`src/rtl/avr_cpu_pkg.sv`:
```
// Shared AVR CPU types: fetch sequencer states, NOP encoding, instruction-length decode.
// Pure declarations; no latency or backpressure of its own.
// is_two_word() is also used by avr_cpu_decode, so keep it free of fetch-specific state.
package avr_cpu_pkg;

    typedef enum logic [1:0] {
        ST_BOOT    = 2'd0,
        ST_RUN     = 2'd1,
        ST_SKIP    = 2'd2,
        ST_SKIP_2W = 2'd3
    } fetch_state_t;

    localparam logic [15:0] NOP_OPCODE = 16'h0000;

    // LDS/STS: 1001_00sx_xxxx_0000, JMP/CALL: 1001_010x_xxxx_11cx
    function automatic logic is_two_word(input logic [15:0] op);
        logic lds_sts;
        logic jmp_call;
        lds_sts  = (op[15:10] == 6'b100100)  && (op[3:0] == 4'b0000);
        jmp_call = (op[15:9]  == 7'b1001010) && (op[3:2] == 2'b11);
        return lds_sts || jmp_call;
    endfunction

endpackage

```
`src/rtl/avr_cpu_fetch.sv`:
```
// Instruction fetch sequencer: owns the PC, drives a synchronous program memory, feeds execute.
// Latency: opcode one cycle after its address is issued; first valid opcode one cycle after reset release.
// Backpressure: stall freezes PC and memory read (pmem_en low); jump overrides stall. AVR_FETCH_SKIP2_EN: skip squashes both words of two-word ops.
module avr_cpu_fetch
    import avr_cpu_pkg::*;
#(
    parameter int          PC_WIDTH     = 11,
    parameter int unsigned RESET_VECTOR = 0
) (
    input  logic                clk,
    input  logic                rst,
    output logic [PC_WIDTH-1:0] pmem_addr,
    output logic                pmem_en,
    input  logic [15:0]         pmem_data,
    input  logic                stall,
    input  logic                jump,
    input  logic [PC_WIDTH-1:0] jump_addr,
    input  logic                skip,
    output logic [15:0]         opcode,
    output logic                opcode_valid,
    output logic [PC_WIDTH-1:0] pc
);

    localparam logic [PC_WIDTH-1:0] RST_PC = PC_WIDTH'(RESET_VECTOR);
    localparam logic [PC_WIDTH-1:0] PC_ONE = PC_WIDTH'(1);

    fetch_state_t        state;
    fetch_state_t        state_nxt;
    logic [PC_WIDTH-1:0] fetch_pc;
    logic [PC_WIDTH-1:0] fetch_pc_nxt;
    logic [PC_WIDTH-1:0] exec_pc;
    logic [PC_WIDTH-1:0] exec_pc_nxt;
    logic [PC_WIDTH-1:0] addr;
    logic                rd_en;
    logic                skip_second;

    // Only meaningful in ST_SKIP, where pmem_data holds the word being squashed.
`ifdef AVR_FETCH_SKIP2_EN
    assign skip_second = is_two_word(pmem_data);
`else
    assign skip_second = 1'b0;
`endif

    always_comb begin
        state_nxt    = state;
        fetch_pc_nxt = fetch_pc;
        exec_pc_nxt  = exec_pc;
        addr         = fetch_pc;
        rd_en        = 1'b1;
        case (state)
            ST_BOOT: begin
                exec_pc_nxt  = fetch_pc;
                fetch_pc_nxt = fetch_pc + PC_ONE;
                state_nxt    = ST_RUN;
            end
            ST_RUN: begin
                if (jump) begin
                    // Target is read this cycle, so it executes next cycle with no bubble.
                    addr         = jump_addr;
                    exec_pc_nxt  = jump_addr;
                    fetch_pc_nxt = jump_addr + PC_ONE;
                end else if (stall) begin
                    rd_en = 1'b0;
                end else begin
                    exec_pc_nxt  = fetch_pc;
                    fetch_pc_nxt = fetch_pc + PC_ONE;
                    if (skip) begin
                        state_nxt = ST_SKIP;
                    end
                end
            end
            ST_SKIP: begin
                exec_pc_nxt  = fetch_pc;
                fetch_pc_nxt = fetch_pc + PC_ONE;
                state_nxt    = skip_second ? ST_SKIP_2W : ST_RUN;
            end
            ST_SKIP_2W: begin
                exec_pc_nxt  = fetch_pc;
                fetch_pc_nxt = fetch_pc + PC_ONE;
                state_nxt    = ST_RUN;
            end
            default: begin
                state_nxt = ST_BOOT;
            end
        endcase
    end

    always_ff @(posedge clk or negedge rst) begin
        if (!rst) begin
            state    <= ST_BOOT;
            fetch_pc <= RST_PC;
            exec_pc  <= RST_PC;
        end else begin
            state    <= state_nxt;
            fetch_pc <= fetch_pc_nxt;
            exec_pc  <= exec_pc_nxt;
        end
    end

    assign pmem_addr    = addr;
    assign pmem_en      = rd_en;
    assign opcode       = (state == ST_RUN) ? pmem_data : NOP_OPCODE;
    assign opcode_valid = (state == ST_RUN);
    assign pc           = exec_pc;

endmodule
```
`config.mk`:
```
export PLATFORM = sky130hd
export DESIGN_NAME = avr_cpu_fetch
export DESIGN_NICKNAME = d
export VERILOG_FILES = /design/src/rtl/avr_cpu_pkg.sv /design/src/rtl/avr_cpu_fetch.sv
export SDC_FILE = /design/constraint.sdc
export NUM_CORES = 1
export LEC_CHECK = 0
export ABC_AREA = 1
export CAP_MARGIN = 5
export CORE_ASPECT_RATIO = 1.5
export CORE_MARGIN = 1.5
export CORE_UTILIZATION = 47
export DETAILED_ROUTE_END_ITERATION = 8
export PLACE_DENSITY_LB_ADDON = 0.25
export REMOVE_ABC_BUFFERS = 1
export SETUP_SLACK_MARGIN = 0.2
export SLEW_MARGIN = 20
export SYNTH_ARGS = -nofsm -noshare
export SYNTH_HDL_FRONTEND = slang
export SYNTH_SLANG_ARGS = --single-unit
```
`constraint.sdc`:
```
create_clock -name clk -period 3.4 [get_ports clk]
set_clock_uncertainty 0.2 [all_clocks]
set_input_delay 0.51 -clock clk [delete_from_list [all_inputs] [get_ports clk]]
set_output_delay 0.51 -clock clk [all_outputs]
set_load 0.01 [all_outputs]
```
==> out/qor.yml <==
rsz0062_at_grt: "no"
nets: 366
grt_pass1_vias: 1829
cts_sinks: 24
h-tree-depth: 1
worstHoldStart: "pc[9]"
start_kind: "input pin"
wl_per_cell_um: 12.6
wl_met2_um: 2370
place_congestion: 0.887
setup_tns_ns: 0
start_util: 0.488
tightest_slew_ns: 0.470
min_to: "pc[9]"
cts_tree: "yes"
antenna_found_initial: 0
cts_buffer_depth: 2
timing.rr.end: "pc[0]"
cts_setup_buffers: 0
power_leakage_nw: 1.28
synth-main-ff-cell: "dfrtp_1"
power_density_nw_per_um2: 432
fin_crit_ns: 3.02
rrSetupSlack_ns: 1.74
cp_max_fo: 20
syn_area_um2: 1780
die_y_um: 78.4
cts-resized-gates: 0
routed_wl_um: 4720
grt_remaining_overflow: 0
n_antenna_cell: 0
dr.first_iter.drc_count: 45
die_w_um: 53.3
hold_violations: 0
grt_usage: 0.244
drive_above_1_share: 0.0967
min_path_cells: 2
slew_violations: 0
num_rows: 27
boundaryPins: 72
min_path_type: "register to register"
n_fill_cell: 318
synth.yosys.seq_area_share: 0.337
io_buffers: 71
design.core.area_um2: 3650
worstPathArrival_ns: 2.31
setup_viol: 0
insertion_delay_ns: 0.27
vdd.ir_drop.worst_mv: 0.367
finalPower_mw: 1.10
routed_via_density: 5.03
final_antenna_net_count: 0
grt_pass1_wl_um: 7780
fin_crit_sh: 0.888
num_vias: 1883
numCtsBuffers: 3
end_kind: "output port"
critPathKind: "input pin to output port"
routed.top_layer: "met4"
die-area_um2: 4180
clk_pin_slew_ns: 0.09
first_pass_iters: 4
maxCapViolCount: 0
maxSlewHeadroom: 0.686
critical_path_required_ns: 2.69
ys_ff_latch: 24
synth-edff-count: 0
cts_root_buffer: "clkbuf_8"
postCtsHoldBufs: 0
wl_met3_um: 385
max_freq_mhz: 331
yosys_warnings: 0
synthCells: 261
area_delta_synth_final_pct: 42.3
reg2reg_depth: 7
reg2reg_from: "state[0]"
avgSynthCellArea_um2: 6.83
dp.final_hpwl_um: 3530
outcome: "complete, no violations"
route.detailed.drc: 0
ys_types: 29
met1Wirelength_um: 1890
grt_start_max_net_pins: 25
async_reset_ff_frac: 1.00
worst max-delay path, stage by stage:
cell             delay (ns)
clkdlybuf4s50_1        0.52
nand2_4                0.25
clkinv_4               0.24
o21ai_2                0.22
clkdlybuf4s50_1        0.56
logic make-up after synthesis:
group,synth area share
fa+ha+maj,0.0140
xor+xnor,0.0147
compound gates,0.0892
flops,0.337
buf+inv,0.139
simple gates,0.406
metal layers:
layer	vias to the layer above	GRT usage
met5	-	0
met1	843	0.280
li1	945	-
met3	9	0.0304
met4	0	0.0769
met2	86	0.447
worst max path at each step:
stage | to | cells past startpoint | slack, ns | startpoint
4_1_cts | pmem_addr[6] | 5 | 0.38 | jump
2_1_floorplan | pmem_en | 4 | 1.52 | state[1]
3_5_place_dp | pmem_addr[6] | 5 | 0.38 | jump
6_report | pmem_addr[4] | 5 | 0.38 | jump
3_3_place_gp | pmem_addr[6] | 5 | 0.41 | jump
5_1_grt | pmem_addr[6] | 5 | 0.30 | jump
final cells by class:
cell class                 count  area [µm²]  share of cell area
timing repair buffer          75         741               0.292
sequential                    24         601               0.237
tap                           43        53.8              0.0212
multi-input combinational    189         933               0.368
clock buffer                   4        55.1              0.0217
inverter                      39         151              0.0597
where the power goes:
part | switching [mW] | internal (mW) | total [mW] | leakage [nW]
Clock | 0.0935 | 0.103 | 0.197 | 0.0288
Combinational | 0.250 | 0.247 | 0.497 | 0.970
Sequential | 0.0556 | 0.347 | 0.402 | 0.281
cell usage after synthesis (2+ instances only):
master,n,share of area
nand2_1,83,0.17
inv_1,37,0.078
nor2_1,35,0.074
dfrtp_1,24,0.34
nand3_1,21,0.059
o21ai_2,7,0.034
buf_6,6,0.038
nand2_4,6,0.038
nand4_1,6,0.021
a21oi_1,4,0.011
nor2_2,4,0.014
o21ai_1,4,0.011
o21ai_0,3,0.0084
a31oi_1,2,0.0070
ha_1,2,0.014
nor2_4,2,0.013
o21a_1,2,0.0084
xor2_1,2,0.0098
state kept, by name, indices dropped and copies added, names as in the netlist:
signal and count:
state 2, fetch_pc 11, pc 11
stage by stage:
| stage | hold slack, ns | instances | cell area (µm²) | worst slack, ns | util |
|---|---|---|---|---|---|
| after CTS | 0.294 | 374 | 2530 | 0.377 | 0.695 |
| final | 0.285 | 374 | 2530 | 0.382 | 0.695 |
| after floorplan | 0.0144 | 252 | 1690 | 1.52 | - |
| after global routing | 0.325 | 374 | 2530 | 0.298 | 0.695 |
| after detailed placement | 0.270 | 370 | 2480 | 0.382 | 0.680 |
| after global placement | 0.263 | 370 | 2480 | 0.408 | 0.680 |
cell usage in the layout (no fill, tap or decap), types with 2 or more instances in the layout:
cell,instances
a21oi_1,4
a31oi_1,2
buf_4,4
clkbuf_8,4
clkdlybuf4s50_1,71
dfrtp_1,24
ha_1,2
inv_1,37
nand2_1,83
nand2_4,6
nand3_1,21
nand4_1,6
nor2_1,35
nor2_2,4
nor2_4,2
o21a_1,2
o21ai_0,3
o21ai_1,4
o21ai_2,7
xor2_1,2
No activity file was read; power rests on OpenSTA's default activity.
